`config.mk`:
```
export PLATFORM = sky130hd
export DESIGN_NAME = writeback_arbiter
export DESIGN_NICKNAME = d
export VERILOG_FILES = /design/src/rtl/mips_pkg.sv /design/src/rtl/wb_skid_fifo.sv /design/src/rtl/writeback_arbiter.sv
export SDC_FILE = /design/constraint.sdc
export NUM_CORES = 1
export LEC_CHECK = 0
export CORE_UTILIZATION = 45
export DETAILED_ROUTE_END_ITERATION = 10
export GPL_ROUTABILITY_DRIVEN = 0
export PLACE_DENSITY = 0.82
export SYNTH_ARGS = -nofsm -noshare
export SYNTH_HDL_FRONTEND = slang
export SYNTH_HIERARCHICAL = 1
export SYNTH_SLANG_ARGS = --single-unit
```
`constraint.sdc`:
```
create_clock -name clk -period 7.6 [get_ports clk]
set_input_delay 1.52 -clock clk [delete_from_list [all_inputs] [get_ports clk]]
set_output_delay 1.52 -clock clk [all_outputs]
set_load 0.02 [all_outputs]
```
`src/rtl/mips_pkg.sv`:
```
// Shared MIPS register-file definitions.
// Holds register addressing constants and the writeback entry type.
package mips_pkg;

   localparam int XLEN       = 32;
   localparam int REG_ADDR_W = 5;
   localparam int NUM_REGS   = 32;

   localparam logic [REG_ADDR_W-1:0] ZERO_REG = 5'd0;

   typedef struct packed {
      logic [REG_ADDR_W-1:0] addr;
      logic [XLEN-1:0]       data;
   } wb_entry_t;

endpackage

```
`src/rtl/wb_skid_fifo.sv`:
```
// Two-entry FIFO of writeback entries.
// Buffers multi-cycle results until the write port is free.
module wb_skid_fifo
   import mips_pkg::*;
(
   input  logic      clk,
   input  logic      rst,
   input  logic      push,
   input  wb_entry_t push_entry,
   input  logic      pop,
   output wb_entry_t head,
   output logic      full,
   output logic      empty
);

   wb_entry_t  mem [2];
   logic       wr_ptr;
   logic       rd_ptr;
   logic [1:0] count;
   logic       do_push;
   logic       do_pop;

   assign full    = (count == 2'd2);
   assign empty   = (count == 2'd0);
   assign do_push = push & ~full;
   assign do_pop  = pop & ~empty;
   assign head    = mem[rd_ptr];

   // storage, pointers and occupancy; reset drops all buffered entries
   always_ff @(posedge clk or posedge rst) begin
      if (rst) begin
         for (int i = 0; i < 2; i++) mem[i] <= '0;
         wr_ptr <= 1'b0;
         rd_ptr <= 1'b0;
         count  <= 2'd0;
      end else begin
         if (do_push) begin
            mem[wr_ptr] <= push_entry;
            wr_ptr      <= ~wr_ptr;
         end
         if (do_pop) rd_ptr <= ~rd_ptr;
         unique case ({do_push, do_pop})
            2'b10:   count <= count + 2'd1;
            2'b01:   count <= count - 2'd1;
            default: count <= count;
         endcase
      end
   end

endmodule

```
`src/rtl/writeback_arbiter.sv`:
```
// Register-file write port arbiter: pipeline vs buffered mul/div results.
// Optional decode bypass from the write port when WB_BYPASS_EN is defined.
module writeback_arbiter
   import mips_pkg::*;
#(
   parameter int width      = XLEN,
   parameter int STARVE_MAX = 4
) (
   input  logic                  clk,
   input  logic                  rst,
   input  logic                  pipe_valid,
   input  logic [REG_ADDR_W-1:0] pipe_addr,
   input  logic [width-1:0]      pipe_data,
   input  logic                  mc_issue,
   input  logic [REG_ADDR_W-1:0] mc_issue_addr,
   input  logic                  mc_valid,
   output logic                  mc_ready,
   input  logic [REG_ADDR_W-1:0] mc_addr,
   input  logic [width-1:0]      mc_data,
   output logic                  stall_req,
   input  logic [REG_ADDR_W-1:0] Rs_addr,
   input  logic [REG_ADDR_W-1:0] Rt_addr,
   output logic                  rs_pending,
   output logic                  rt_pending,
   output logic                  rs_fwd_valid,
   output logic                  rt_fwd_valid,
   output logic [width-1:0]      rs_fwd_data,
   output logic [width-1:0]      rt_fwd_data,
   output logic                  we,
   output logic [REG_ADDR_W-1:0] Rd_addr,
   output logic [width-1:0]      Rd_data
);

   localparam int CNT_W = $clog2(STARVE_MAX + 1);

   logic                pipe_eff;
   logic                push;
   logic                pop;
   logic                fifo_full;
   logic                fifo_empty;
   wb_entry_t           mc_entry;
   wb_entry_t           head;
   logic                we_mc;
   logic [CNT_W-1:0]    starve_cnt;
   logic [NUM_REGS-1:0] pending;
   logic [NUM_REGS-1:0] pend_set;
   logic [NUM_REGS-1:0] pend_clr;
   logic                rs_hit;
   logic                rt_hit;

   assign pipe_eff      = pipe_valid & (pipe_addr != ZERO_REG);
   assign mc_ready      = ~fifo_full;
   assign push          = mc_valid & mc_ready;
   assign pop           = ~fifo_empty & ~pipe_eff;
   assign mc_entry.addr = mc_addr;
   assign mc_entry.data = XLEN'(mc_data);
   assign stall_req     = (starve_cnt >= CNT_W'(STARVE_MAX));

   wb_skid_fifo u_fifo (
      .clk        (clk),
      .rst        (rst),
      .push       (push),
      .push_entry (mc_entry),
      .pop        (pop),
      .head       (head),
      .full       (fifo_full),
      .empty      (fifo_empty)
   );

   // registered write port; pipeline always wins, addr 0 never writes
   always_ff @(posedge clk or posedge rst) begin
      if (rst) begin
         we      <= 1'b0;
         we_mc   <= 1'b0;
         Rd_addr <= ZERO_REG;
         Rd_data <= '0;
      end else if (pipe_eff) begin
         we      <= 1'b1;
         we_mc   <= 1'b0;
         Rd_addr <= pipe_addr;
         Rd_data <= pipe_data;
      end else if (pop) begin
         we      <= (head.addr != ZERO_REG);
         we_mc   <= (head.addr != ZERO_REG);
         Rd_addr <= head.addr;
         Rd_data <= width'(head.data);
      end else begin
         we    <= 1'b0;
         we_mc <= 1'b0;
      end
   end

   // count cycles the buffered head loses to the pipeline
   always_ff @(posedge clk or posedge rst) begin
      if (rst) begin
         starve_cnt <= '0;
      end else if (fifo_empty || pop) begin
         starve_cnt <= '0;
      end else if (pipe_eff && !stall_req) begin
         starve_cnt <= starve_cnt + CNT_W'(1);
      end
   end

   // scoreboard set/clear masks; set is applied last so it wins
   always_comb begin
      pend_set = '0;
      pend_clr = '0;
      if (mc_issue && mc_issue_addr != ZERO_REG) pend_set[mc_issue_addr] = 1'b1;
      if (we_mc) pend_clr[Rd_addr] = 1'b1;
   end

   // pending destinations of in-flight multi-cycle ops
   always_ff @(posedge clk or posedge rst) begin
      if (rst) pending <= '0;
      else     pending <= (pending & ~pend_clr) | pend_set;
   end

`ifdef WB_BYPASS_EN
   assign rs_hit       = we & (Rd_addr != ZERO_REG) & (Rd_addr == Rs_addr);
   assign rt_hit       = we & (Rd_addr != ZERO_REG) & (Rd_addr == Rt_addr);
   assign rs_fwd_valid = rs_hit;
   assign rt_fwd_valid = rt_hit;
   assign rs_fwd_data  = Rd_data;
   assign rt_fwd_data  = Rd_data;
`else
   assign rs_hit       = 1'b0;
   assign rt_hit       = 1'b0;
   assign rs_fwd_valid = 1'b0;
   assign rt_fwd_valid = 1'b0;
   assign rs_fwd_data  = '0;
   assign rt_fwd_data  = '0;
`endif

   assign rs_pending = pending[Rs_addr] & ~rs_hit;
   assign rt_pending = pending[Rt_addr] & ~rt_hit;

endmodule

```
==> results of run 1 <==
registers in the layout, indices dropped and copies added (netlist names):
register       flops
u_fifo/mem        74
Rd_data           32
pending           32
Rd_addr            5
starve_cnt         3
u_fifo/count       2
u_fifo/rd_ptr      1
u_fifo/wr_ptr      1
we                 1
we_mc              1
where the power goes:
part	switching (mW)	internal [mW]
clock	0.342	0.560
combinational	0.718	0.917
sequential	0.298	1.19
total	1.36	2.67
metrics by stage:
step                power (mW)  hold slack [ns]
CTS                      4.051           0.4962
global placement         3.067           0.4727
global route             4.253           0.5142
finish                   4.030           0.4925
floorplan                2.671           0.4593
detailed placement       3.125           0.4840
critical path, delay by kind of cell:
family / cells / cell delay [ns]
simple gates: 1 / 0.12
compound gates: 3 / 0.46
mux: 1 / 0.29
buf+inv: 2 / 1.62
cell usage after synthesis:
cell | number | area [sq um]
sky130_fd_sc_hd__dfrtp_1 | 152 | 3804
sky130_fd_sc_hd__o21ai_0 | 95 | 475.5
sky130_fd_sc_hd__mux2i_1 | 70 | 700.7
sky130_fd_sc_hd__buf_4 | 66 | 495.5
sky130_fd_sc_hd__mux2_4 | 60 | 900.9
sky130_fd_sc_hd__nand2_1 | 54 | 202.7
sky130_fd_sc_hd__mux2_2 | 51 | 574.3
sky130_fd_sc_hd__buf_2 | 11 | 55.05
sky130_fd_sc_hd__nand3b_1 | 11 | 82.58
sky130_fd_sc_hd__buf_6 | 9 | 101.4
sky130_fd_sc_hd__nor2_1 | 9 | 33.78
sky130_fd_sc_hd__a22oi_1 | 8 | 60.06
sky130_fd_sc_hd__nand3_1 | 8 | 40.04
sky130_fd_sc_hd__clkbuf_1 | 7 | 26.28
sky130_fd_sc_hd__a21oi_1 | 6 | 30.03
sky130_fd_sc_hd__inv_1 | 6 | 22.52
sky130_fd_sc_hd__nor2b_1 | 6 | 37.54
sky130_fd_sc_hd__o21ai_1 | 5 | 25.02
sky130_fd_sc_hd__buf_12 | 4 | 80.08
sky130_fd_sc_hd__or3b_2 | 4 | 35.03
sky130_fd_sc_hd__buf_1 | 3 | 11.26
sky130_fd_sc_hd__ha_1 | 3 | 37.54
sky130_fd_sc_hd__nor3_1 | 3 | 15.01
sky130_fd_sc_hd__o21a_1 | 3 | 22.52
sky130_fd_sc_hd__xnor2_1 | 3 | 26.28
sky130_fd_sc_hd__xor2_1 | 3 | 26.28
sky130_fd_sc_hd__a211oi_1 | 2 | 15.01
sky130_fd_sc_hd__a311o_1 | 2 | 20.02
sky130_fd_sc_hd__and2_1 | 2 | 12.51
sky130_fd_sc_hd__nand2b_1 | 2 | 12.51
sky130_fd_sc_hd__nand4b_1 | 2 | 17.52
sky130_fd_sc_hd__or3_1 | 2 | 12.51
sky130_fd_sc_hd__or4_1 | 2 | 15.01
sky130_fd_sc_hd__and3_4 | 1 | 11.26
sky130_fd_sc_hd__conb_1 | 1 | 3.750
sky130_fd_sc_hd__nand2b_4 | 1 | 13.76
sky130_fd_sc_hd__nor2_4 | 1 | 11.26
sky130_fd_sc_hd__or2_1 | 1 | 6.260
worst max path at each step:
stage	start	end	slack, ns	depth (start not counted)
6_report	Rs_addr[1]	rs_pending	2.06	7
3_3_place_gp	Rt_addr[1]	rt_pending	2.13	7
2_1_floorplan	Rs_addr[1]	rs_pending	3.34	7
5_1_grt	Rt_addr[1]	rt_pending	1.95	7
4_1_cts	Rt_addr[1]	rt_pending	2.08	7
3_5_place_dp	Rt_addr[1]	rt_pending	2.09	7
cells in the final DEF, fill, tap and decap left out, types with 4 or more instances in the layout:
master | netlist | routed
sky130_fd_sc_hd__clkbuf_16 | 0 | 17
sky130_fd_sc_hd__nand3_1 | 8 | 8
sky130_fd_sc_hd__a22oi_1 | 8 | 8
sky130_fd_sc_hd__mux2i_1 | 70 | 70
sky130_fd_sc_hd__or3b_2 | 4 | 4
sky130_fd_sc_hd__clkdlybuf4s50_1 | 0 | 135
sky130_fd_sc_hd__bufinv_16 | 0 | 4
sky130_fd_sc_hd__nor2b_1 | 6 | 6
sky130_fd_sc_hd__a21oi_1 | 6 | 6
sky130_fd_sc_hd__nand3b_1 | 11 | 11
sky130_fd_sc_hd__nor2_1 | 9 | 8
sky130_fd_sc_hd__o21ai_1 | 5 | 5
sky130_fd_sc_hd__buf_4 | 66 | 6
sky130_fd_sc_hd__nand2_1 | 54 | 54
sky130_fd_sc_hd__mux2_4 | 60 | 60
sky130_fd_sc_hd__conb_1 | 1 | 66
sky130_fd_sc_hd__o21ai_0 | 95 | 95
sky130_fd_sc_hd__mux2_2 | 51 | 51
sky130_fd_sc_hd__inv_1 | 6 | 4
sky130_fd_sc_hd__dfrtp_1 | 152 | 152
layer usage:
layer  GRT usage  up-vias  routed length, microns  share of wire
li1            -     2515                       -              -
met1      0.2553     2710                    7512           0.41
met2      0.3399      202                    8999           0.49
met3     0.07047       24                    1447          0.079
met4     0.07593        0                     294          0.016
met5           0        -                       0              0
final cells by class:
type | count | area (sq um)
diodes | 1 | 2.502
multi-input cells | 486 | 3730
flip-flops and latches | 152 | 3804
fillers | 1472 | 7543
clock inverters | 14 | 196.4
well taps | 225 | 281.5
inverters | 6 | 23.77
repair buffers | 141 | 1396
clock buffers | 18 | 439.2
logic make-up after synthesis:
family,count (synthesis),synth area share
muxes,181,0.2695
and+or+nand+nor,109,0.06928
adders and majority gates,3,0.004650
xor gates and xnor gates,6,0.006511
AOI/OAI and AO/OA,121,0.08028
other,1,0.0004645
buffers and inverters,106,0.09811
DFF,152,0.4712
==> flow_results.xml, run 1 <==
<?xml version="1.0" encoding="UTF-8"?>
<metrics>
  <group name="sta">
    <metric name="setup_ws" unit="ns">2.061</metric>
    <metric name="final_hold_viol_count" unit="">0</metric>
    <metric name="max_slew_margin" unit="">0.3429</metric>
    <metric name="rsz_0062_raised_after_global_routing" unit="">false</metric>
    <metric name="final_max_slew_violation_count" unit="">0</metric>
    <metric name="finalWorstPathRequiredPeriod" unit="ns">5.539</metric>
    <metric name="worst_pin_slew" unit="ns">0.9857</metric>
    <metric name="finalCritPeriodShare" unit="">0.7288</metric>
    <metric name="maxClockFrequency" unit="MHz">180.5</metric>
    <metric name="finalClockSkew" unit="ns">0.006325</metric>
    <metric name="tns" unit="ns">0</metric>
    <metric name="finalSetupViolCount" unit="">0</metric>
  </group>
  <group name="clock_network">
    <metric name="cts_tree" unit="">yes</metric>
    <metric name="htreeDepth" unit="">4</metric>
    <metric name="clkSlewWorstSetupHoldPaths" unit="ns">0.06</metric>
    <metric name="post_cts_buffers" unit="">0</metric>
    <metric name="ctsResizeCount" unit="">0</metric>
    <metric name="cts-root-buf" unit="">sky130_fd_sc_hd__clkbuf_16</metric>
    <metric name="cts.hold.buffers_added" unit="">0</metric>
    <metric name="cts.path.max_buffers" unit="">2</metric>
    <metric name="clock_latency" unit="ns">0.42</metric>
    <metric name="cts_made_buffers" unit="">17</metric>
    <metric name="cts_sinks" unit="">152</metric>
  </group>
  <group name="synthesis">
    <metric name="yosys_warnings" unit="">6</metric>
    <metric name="synthCells" unit="">679</metric>
    <metric name="synth.ff_latch_count" unit="">152</metric>
    <metric name="netlist-cell-type-count" unit="">38</metric>
    <metric name="syn_avg_cell_area" unit="sq um">11.89</metric>
    <metric name="synth_area" unit="sq um">8073</metric>
    <metric name="synth.yosys.seq_area_share" unit="">0.4712</metric>
  </group>
  <group name="pwr">
    <metric name="pwr_density_cell" unit="nW/um^2">408.1</metric>
    <metric name="vdd_drop_max" unit="uV">226.8</metric>
    <metric name="leakagePower" unit="nW">4.301</metric>
  </group>
  <group name="die">
    <metric name="io-pin-count" unit="">202</metric>
    <metric name="die_width" unit="microns">135.9</metric>
    <metric name="fp.coreArea" unit="sq um">17420</metric>
    <metric name="chipHeight" unit="microns">135.9</metric>
    <metric name="floorplan.die_area" unit="sq um">18480</metric>
    <metric name="initial_cell_density_of_the_core" unit="">0.4635</metric>
    <metric name="num_rows" unit="">48</metric>
  </group>
  <group name="critical_path">
    <metric name="cell_at_the_slowest_stage_of_the_critical_path" unit="">sky130_fd_sc_hd__clkdlybuf4s50_1</metric>
    <metric name="r2r_cells" unit="">5</metric>
    <metric name="crit_top_cell" unit="">sky130_fd_sc_hd__clkdlybuf4s50_1</metric>
    <metric name="series_of_cell_instances_along_the_critical_path" unit="">clkdlybuf4s50_1 &gt; mux2i_1 &gt; a22oi_1 &gt; nand4b_1 &gt; a21oi_1 &gt; a311o_1 &gt; clkdlybuf4s50_1</metric>
    <metric name="regToRegStartpoint" unit="">u_fifo/rd_ptr</metric>
    <metric name="required" unit="ns">6.08</metric>
    <metric name="worst-endpoint-arrival" unit="ns">4.02</metric>
    <metric name="critical_path.startpoint_type" unit="">input pin</metric>
    <metric name="r2r-end" unit="">we</metric>
    <metric name="max_stage_delay" unit="ns">1.08</metric>
    <metric name="worstPathMaxFanout" unit="">16</metric>
    <metric name="crit_type" unit="">input pin to output port</metric>
    <metric name="sort_of_element_at_the_end_of_the_critical_path" unit="">output port</metric>
    <metric name="r2r_setup_slack" unit="ns">5.32</metric>
  </group>
  <group name="route">
    <metric name="route.vias.total" unit="">5451</metric>
    <metric name="post_drt_wl_per_cell" unit="microns">17.50</metric>
    <metric name="drt-total-wl" unit="microns">18250</metric>
    <metric name="avgViaCountPerCell" unit="">5.226</metric>
    <metric name="drc" unit="">0</metric>
    <metric name="initialDrtViolationCount" unit="">350</metric>
    <metric name="first_pass_iters" unit="">5</metric>
    <metric name="antenna_violating_nets_post_route" unit="">0</metric>
  </group>
  <group name="cells_and_area">
    <metric name="design_area" unit="sq um">9873</metric>
    <metric name="design.final.nets" unit="">901</metric>
    <metric name="final-instance-count-excl-fill" unit="">1043</metric>
    <metric name="drive_above_1_share" unit="">0.1958</metric>
    <metric name="area_growth_syn_to_layout" unit="%">22.30</metric>
    <metric name="final_core_util" unit="">0.5669</metric>
  </group>
  <group name="global_routing">
    <metric name="globalRouteOverflowTotal" unit="">0</metric>
    <metric name="grt_max_degree" unit="">79</metric>
    <metric name="first_global_vias" unit="">5581</metric>
    <metric name="grt_pass1_wl" unit="microns">29380</metric>
    <metric name="antenna_violations_before_repair" unit="">0</metric>
    <metric name="total_routing_resource_utilization_after_global_routing" unit="">0.2083</metric>
  </group>
  <group name="worst_hold_path">
    <metric name="worst_hold_launch" unit="">u_fifo/wr_ptr</metric>
    <metric name="holdPathStages" unit="">1</metric>
    <metric name="timing.hold.worst.class" unit="">flop to flop</metric>
    <metric name="hold_path_end" unit="">u_fifo/wr_ptr</metric>
  </group>
  <group name="placement">
    <metric name="port_buffers" unit="">135</metric>
    <metric name="place.detailed.instances" unit="">1010</metric>
    <metric name="hpwl" unit="microns">12470</metric>
    <metric name="placement.setup.worst_slack" unit="ns">2.086</metric>
    <metric name="dpl_cell_area" unit="sq um">9235</metric>
  </group>
  <group name="run">
    <metric name="max_cap_violations" unit="">0</metric>
  </group>
  <group name="outcome">
    <metric name="run_status" unit="">complete, no violations</metric>
  </group>
</metrics>
Power figures use the tool's default switching activity.
==> run 2, diff against run 1 <==
- PLACE_DENSITY: 0.82 -> 0.85
- clock period: 7.6 -> 4.7 ns (I/O delays scaled with it)
==> flow_results.xml, run 2 (synthesized netlist as in run 1, its figures left out) <==
<?xml version="1.0" encoding="UTF-8"?>
<metrics>
  <group name="outcome">
    <metric name="run_status" unit="">complete, no violations</metric>
  </group>
  <group name="critical_path">
    <metric name="setup.worst_path.start" unit="">Rt_addr[1]</metric>
    <metric name="crit_type" unit="">input pin to output port</metric>
    <metric name="r2r-end" unit="">we</metric>
    <metric name="cp-endpoint" unit="">rt_pending</metric>
    <metric name="required" unit="ns">3.76</metric>
    <metric name="regToRegStartpoint" unit="">u_fifo/rd_ptr</metric>
    <metric name="critical_path.startpoint_type" unit="">input pin</metric>
    <metric name="r2r_setup_slack" unit="ns">2.39</metric>
    <metric name="sort_of_element_at_the_end_of_the_critical_path" unit="">output port</metric>
    <metric name="worst-endpoint-arrival" unit="ns">3.19</metric>
    <metric name="r2r_cells" unit="">5</metric>
    <metric name="worstPathMaxFanout" unit="">11</metric>
  </group>
  <group name="sta">
    <metric name="setup_ws" unit="ns">0.5742</metric>
    <metric name="tns" unit="ns">0</metric>
    <metric name="maxClockFrequency" unit="MHz">242.4</metric>
    <metric name="finalClockSkew" unit="ns">0.009194</metric>
    <metric name="finalSetupViolCount" unit="">0</metric>
    <metric name="final_hold_viol_count" unit="">0</metric>
    <metric name="max_slew_margin" unit="">0.3926</metric>
    <metric name="finalWorstPathRequiredPeriod" unit="ns">4.126</metric>
    <metric name="finalCritPeriodShare" unit="">0.8778</metric>
    <metric name="worst_pin_slew" unit="ns">0.9098</metric>
    <metric name="rsz_0062_raised_after_global_routing" unit="">false</metric>
    <metric name="final_max_slew_violation_count" unit="">0</metric>
  </group>
  <group name="cells_and_area">
    <metric name="design.final.nets" unit="">904</metric>
    <metric name="drive_above_1_share" unit="">0.1944</metric>
    <metric name="mostFrequentLayoutCell" unit="">sky130_fd_sc_hd__dfrtp_1</metric>
    <metric name="largest_register_ffs" unit="">74</metric>
    <metric name="layout_top_registers" unit="">u_fifo/mem: 74 flops, Rd_data: 32 flops, pending: 32 flops</metric>
    <metric name="final_core_util" unit="">0.5638</metric>
    <metric name="design_area" unit="sq um">9819</metric>
    <metric name="area_growth_syn_to_layout" unit="%">21.64</metric>
    <metric name="diodes" unit="">0</metric>
    <metric name="largest_register" unit="">u_fifo/mem</metric>
    <metric name="final_cell_mix" unit="">sky130_fd_sc_hd__dfrtp_1 (152), sky130_fd_sc_hd__clkdlybuf4s50_1 (135), sky130_fd_sc_hd__o21ai_0 (95)</metric>
  </group>
  <group name="placement">
    <metric name="port_buffers" unit="">135</metric>
    <metric name="hpwl" unit="microns">12550</metric>
    <metric name="placement.setup.worst_slack" unit="ns">0.5812</metric>
    <metric name="dpl_cell_area" unit="sq um">9258</metric>
  </group>
  <group name="die">
    <metric name="initial_cell_density_of_the_core" unit="">0.4635</metric>
    <metric name="floorplan.die_area" unit="sq um">18480</metric>
    <metric name="fp.coreArea" unit="sq um">17420</metric>
    <metric name="io-pin-count" unit="">202</metric>
    <metric name="num_rows" unit="">48</metric>
    <metric name="chipHeight" unit="microns">135.9</metric>
    <metric name="die_width" unit="microns">135.9</metric>
  </group>
  <group name="clock_network">
    <metric name="ctsResizeCount" unit="">0</metric>
    <metric name="cts.hold.buffers_added" unit="">0</metric>
    <metric name="cts-root-buf" unit="">sky130_fd_sc_hd__clkbuf_16</metric>
    <metric name="cts_sinks" unit="">152</metric>
    <metric name="cts.path.max_buffers" unit="">2</metric>
    <metric name="htreeDepth" unit="">4</metric>
    <metric name="clkSlewWorstSetupHoldPaths" unit="ns">0.06</metric>
    <metric name="cts_made_buffers" unit="">17</metric>
    <metric name="cts_tree" unit="">yes</metric>
    <metric name="clock_latency" unit="ns">0.43</metric>
    <metric name="post_cts_buffers" unit="">0</metric>
  </group>
  <group name="pwr">
    <metric name="pwr_density_cell" unit="nW/um^2">647.3</metric>
    <metric name="clock_power_share" unit="">0.205</metric>
    <metric name="internal_power" unit="mW">4.215</metric>
    <metric name="total_switching_power" unit="mW">2.140</metric>
    <metric name="switching_part_of_the_total" unit="">0.3368</metric>
    <metric name="combinational_power_share" unit="">0.416</metric>
    <metric name="leakagePower" unit="nW">4.291</metric>
    <metric name="seq_power_share" unit="">0.379</metric>
    <metric name="vdd_drop_max" unit="uV">336.2</metric>
    <metric name="totalPowerFinal" unit="mW">6.356</metric>
  </group>
  <group name="route">
    <metric name="initialDrtViolationCount" unit="">401</metric>
    <metric name="route.vias.total" unit="">5429</metric>
    <metric name="antenna_violating_nets_post_route" unit="">0</metric>
    <metric name="drc" unit="">0</metric>
    <metric name="avgViaCountPerCell" unit="">5.205</metric>
    <metric name="post_drt_wl_per_cell" unit="microns">17.19</metric>
    <metric name="drt-total-wl" unit="microns">17930</metric>
    <metric name="first_pass_iters" unit="">5</metric>
  </group>
  <group name="run">
    <metric name="max_cap_violations" unit="">0</metric>
  </group>
  <group name="worst_hold_path">
    <metric name="worst_hold_launch" unit="">u_fifo/mem[66]</metric>
    <metric name="timing.hold.worst.class" unit="">flop to flop</metric>
  </group>
  <group name="global_routing">
    <metric name="globalRouteOverflowTotal" unit="">0</metric>
    <metric name="grt_max_degree" unit="">72</metric>
    <metric name="grt_pass1_wl" unit="microns">28490</metric>
    <metric name="total_routing_resource_utilization_after_global_routing" unit="">0.2038</metric>
    <metric name="antenna_violations_before_repair" unit="">0</metric>
    <metric name="first_global_vias" unit="">5537</metric>
  </group>
</metrics>
## run 2: cell types whose count changed in the layout (fill, tap and decap cells not counted), moves of 2 or more
cell and change:
sky130_fd_sc_hd__clkinv_4 -2, sky130_fd_sc_hd__inv_6 -2, sky130_fd_sc_hd__bufinv_16 -2, sky130_fd_sc_hd__clkinv_2 +3, sky130_fd_sc_hd__clkbuf_1 +2, sky130_fd_sc_hd__clkinvlp_4 -2, sky130_fd_sc_hd__buf_4 +3
## run 2: layout make-up
class,count,area (sq um)
well taps,225,281.5
clock inverters,9,101.3
fillers,1443,7597
repair buffers,144,1419
multi-input cells,486,3730
clock buffers,21,460.4
inverters,6,23.77
flip-flops and latches,152,3804
## run 2: stage by stage
step	instances	hold WS, ns
6_report	1043	0.5048
5_1_grt	1043	0.5158
4_1_cts	1043	0.5052
3_5_place_dp	1013	0.4890
3_3_place_gp	1013	0.4745
2_1_floorplan	744	0.4593
## run 2: routing by layer
layer	wire [microns]	GRT usage
met5	0	0
met4	260	0.08086
met3	1418	0.06488
met2	8952	0.3328
met1	7298	0.2497
## run 2: worst min-delay path by stage
stage / cells past startpoint / endpoint
after global placement: 1 / u_fifo/wr_ptr
after CTS: 1 / u_fifo/mem[2]
after detailed placement: 1 / u_fifo/mem[18]
after global routing: 1 / u_fifo/mem[2]
after floorplan: 1 / u_fifo/wr_ptr
final: 1 / u_fifo/mem[66]
## run 2: worst max-delay path, cell delays in order
cell	delay, ns
sky130_fd_sc_hd__clkdlybuf4s50_1	0.66
sky130_fd_sc_hd__buf_4	0.29
sky130_fd_sc_hd__mux2i_1	0.21
sky130_fd_sc_hd__nand2_1	0.07
sky130_fd_sc_hd__nand4b_1	0.10
sky130_fd_sc_hd__a21oi_1	0.04
sky130_fd_sc_hd__a311o_1	0.34
sky130_fd_sc_hd__clkdlybuf4s50_1	0.54
## run 2: power groups by stage
stage	Sequential, mW	Combinational, mW	Clock, mW
finish	2.41	2.64	1.31
global route	2.47	2.85	1.40
CTS	2.40	2.66	1.33
detailed placement	2.40	2.65	0
global placement	2.38	2.57	0
floorplan	2.38	1.94	0
==> run 3, diff against run 2 <==
- GPL_TIMING_DRIVEN: unset -> 0
==> flow_results.xml, run 3 (synthesized netlist as in run 1, its figures left out) <==
<?xml version="1.0" encoding="UTF-8"?>
<metrics>
  <group name="global_routing">
    <metric name="globalRouteOverflowTotal" unit="">0</metric>
    <metric name="first_global_vias" unit="">5815</metric>
    <metric name="grt_pass1_wl" unit="microns">30080</metric>
    <metric name="antenna_violations_before_repair" unit="">2</metric>
    <metric name="grt_max_degree" unit="">75</metric>
    <metric name="total_routing_resource_utilization_after_global_routing" unit="">0.2141</metric>
  </group>
  <group name="die">
    <metric name="die_width" unit="microns">135.9</metric>
    <metric name="floorplan.die_area" unit="sq um">18480</metric>
    <metric name="num_rows" unit="">48</metric>
    <metric name="initial_cell_density_of_the_core" unit="">0.4635</metric>
    <metric name="chipHeight" unit="microns">135.9</metric>
    <metric name="fp.coreArea" unit="sq um">17420</metric>
    <metric name="io-pin-count" unit="">202</metric>
  </group>
  <group name="clock_network">
    <metric name="cts_made_buffers" unit="">17</metric>
    <metric name="post_cts_buffers" unit="">0</metric>
    <metric name="cts.path.max_buffers" unit="">2</metric>
    <metric name="clkSlewWorstSetupHoldPaths" unit="ns">0.06</metric>
    <metric name="cts.hold.buffers_added" unit="">0</metric>
    <metric name="clock_latency" unit="ns">0.42</metric>
    <metric name="ctsResizeCount" unit="">0</metric>
    <metric name="cts-root-buf" unit="">sky130_fd_sc_hd__clkbuf_16</metric>
    <metric name="htreeDepth" unit="">4</metric>
    <metric name="cts_tree" unit="">yes</metric>
    <metric name="cts_sinks" unit="">152</metric>
  </group>
  <group name="cells_and_area">
    <metric name="area_growth_syn_to_layout" unit="%">31.79</metric>
    <metric name="design_area" unit="sq um">10640</metric>
    <metric name="drive_above_1_share" unit="">0.2651</metric>
    <metric name="final-instance-count-excl-fill" unit="">1136</metric>
    <metric name="final_cell_mix" unit="">sky130_fd_sc_hd__dfrtp_1 (152), sky130_fd_sc_hd__clkdlybuf4s50_1 (133), sky130_fd_sc_hd__o21ai_0 (95)</metric>
    <metric name="mostFrequentLayoutCell" unit="">sky130_fd_sc_hd__dfrtp_1</metric>
    <metric name="largest_register" unit="">u_fifo/mem</metric>
    <metric name="layout.filler_cells" unit="">1383</metric>
    <metric name="layout_top_registers" unit="">u_fifo/mem: 74 flops, Rd_data: 32 flops, pending: 32 flops</metric>
    <metric name="design.final.nets" unit="">995</metric>
    <metric name="largest_register_ffs" unit="">74</metric>
  </group>
  <group name="sta">
    <metric name="final_max_slew_violation_count" unit="">0</metric>
    <metric name="finalSetupViolCount" unit="">0</metric>
    <metric name="worst_pin_slew" unit="ns">0.8609</metric>
    <metric name="finalWorstPathRequiredPeriod" unit="ns">3.891</metric>
    <metric name="tns" unit="ns">0</metric>
    <metric name="max_slew_margin" unit="">0.4260</metric>
    <metric name="finalClockSkew" unit="ns">0.009285</metric>
    <metric name="maxClockFrequency" unit="MHz">257.0</metric>
    <metric name="setup_ws" unit="ns">0.8093</metric>
    <metric name="finalCritPeriodShare" unit="">0.8278</metric>
    <metric name="final_hold_viol_count" unit="">0</metric>
    <metric name="rsz_0062_raised_after_global_routing" unit="">false</metric>
  </group>
  <group name="critical_path">
    <metric name="required" unit="ns">3.76</metric>
    <metric name="cell_at_the_slowest_stage_of_the_critical_path" unit="">sky130_fd_sc_hd__clkdlybuf4s50_1</metric>
    <metric name="r2r_setup_slack" unit="ns">2.68</metric>
    <metric name="crit_top_cell" unit="">sky130_fd_sc_hd__clkdlybuf4s50_1</metric>
    <metric name="critical_path.startpoint_type" unit="">input pin</metric>
    <metric name="sort_of_element_at_the_end_of_the_critical_path" unit="">output port</metric>
    <metric name="series_of_cell_instances_along_the_critical_path" unit="">clkdlybuf4s50_1 &gt; nor2b_1 &gt; a22oi_1 &gt; nand4b_1 &gt; a21oi_1 &gt; a311o_1 &gt; clkdlybuf4s50_1</metric>
    <metric name="worstPathMaxFanout" unit="">4</metric>
    <metric name="cp_num_buf_inv" unit="">2</metric>
    <metric name="critPathTopFamily" unit="">buffers and inverters</metric>
    <metric name="worst-endpoint-arrival" unit="ns">2.95</metric>
    <metric name="max_stage_delay" unit="ns">0.54</metric>
    <metric name="crit_type" unit="">input pin to output port</metric>
  </group>
  <group name="run">
    <metric name="max_cap_violations" unit="">0</metric>
  </group>
  <group name="route">
    <metric name="antenna_violating_nets_post_route" unit="">0</metric>
    <metric name="first_pass_iters" unit="">5</metric>
    <metric name="avgViaCountPerCell" unit="">5.002</metric>
    <metric name="drc" unit="">0</metric>
    <metric name="route.vias.total" unit="">5682</metric>
    <metric name="initialDrtViolationCount" unit="">392</metric>
    <metric name="drt-total-wl" unit="microns">18870</metric>
    <metric name="post_drt_wl_per_cell" unit="microns">16.61</metric>
  </group>
  <group name="pwr">
    <metric name="leakagePower" unit="nW">4.806</metric>
    <metric name="clock_power_share" unit="">0.225</metric>
    <metric name="internal_power" unit="mW">4.527</metric>
    <metric name="combinational_power_share" unit="">0.425</metric>
    <metric name="vdd_drop_max" unit="uV">388.7</metric>
    <metric name="pwr_density_cell" unit="nW/um^2">631.2</metric>
    <metric name="total_switching_power" unit="mW">2.189</metric>
    <metric name="seq_power_share" unit="">0.351</metric>
    <metric name="switching_part_of_the_total" unit="">0.3259</metric>
  </group>
  <group name="placement">
    <metric name="place.detailed.instances" unit="">1104</metric>
    <metric name="placement.setup.worst_slack" unit="ns">0.8183</metric>
    <metric name="port_buffers" unit="">133</metric>
    <metric name="dpl_cell_area" unit="sq um">9982</metric>
    <metric name="hpwl" unit="microns">13610</metric>
  </group>
  <group name="outcome">
    <metric name="run_status" unit="">complete, no violations</metric>
  </group>
  <group name="worst_hold_path">
    <metric name="timing.hold.worst.class" unit="">flop to flop</metric>
  </group>
</metrics>
==> run 3: cell types whose count changed in the layout (fill, tap and decap cells not counted), moves of 3 or more <==
cell,before,now
sky130_fd_sc_hd__clkbuf_1,2,8
sky130_fd_sc_hd__buf_2,0,11
sky130_fd_sc_hd__clkinv_2,6,2
sky130_fd_sc_hd__buf_4,9,66
sky130_fd_sc_hd__buf_12,0,5
sky130_fd_sc_hd__buf_1,0,3
sky130_fd_sc_hd__buf_6,0,9
sky130_fd_sc_hd__bufinv_16,2,5
==> run 3: cell type report <==
class                   instances  area [sq um]  area share
repair buffers                135          1379      0.1296
multi-input cells             486          3721      0.3498
flip-flops and latches        152          3804      0.3575
clock buffers                  22         484.2     0.04551
well taps                     225         281.5     0.02646
diodes                          2         5.005   0.0004704
clock inverters                 8         167.7     0.01576
inverters                       6         27.53    0.002587
plain buffers                 100         769.5     0.07233
==> run 3: routing by layer <==
metal	routed length, microns	GRT usage
met5	0	0
met3	1477	0.05891
met1	7681	0.2610
met2	9341	0.3574
met4	369	0.08642
==> run 3: metrics by stage <==
stage,hold slack [ns],utilization,power (mW)
2_1_floorplan,0.4593,-,4.319
3_3_place_gp,0.4774,0.5701,5.080
3_5_place_dp,0.4890,0.5731,5.200
4_1_cts,0.5086,0.6106,6.739
5_1_grt,0.5146,0.6106,7.089
6_report,0.5058,0.6108,6.716
==> run 3: worst register-to-register path, stage by stage (launching register included) <==
cell	delay [ns]
sky130_fd_sc_hd__dfrtp_1	0.33
sky130_fd_sc_hd__buf_2	0.27
sky130_fd_sc_hd__mux2_2	0.38
sky130_fd_sc_hd__or4_1	0.51
sky130_fd_sc_hd__o21a_1	0.19
sky130_fd_sc_hd__or2_1	0.22
==> run 3: power by group through the flow <==
stage	logic (mW)	registers [mW]	clock network (mW)
CTS	2.87	2.34	1.52
global route	3.08	2.43	1.58
floorplan	1.94	2.38	0
finish	2.85	2.36	1.51
global placement	2.77	2.31	0
detailed placement	2.86	2.34	0
==> run 3: final timing paths <==
| kind | startpoint | end | cells after the start |
|---|---|---|---|
| min in group asynchronous | rst | u_fifo/mem[59] | 2 |
| max in group asynchronous | rst | pending[10] | 3 |
| worst max register to register | u_fifo/rd_ptr | we | 5 |
| worst min register to register | u_fifo/mem[66] | u_fifo/mem[66] | 1 |
| worst min-delay path | u_fifo/mem[66] | u_fifo/mem[66] | 1 |
| worst max-delay path | Rt_addr[0] | rt_pending | 7 |
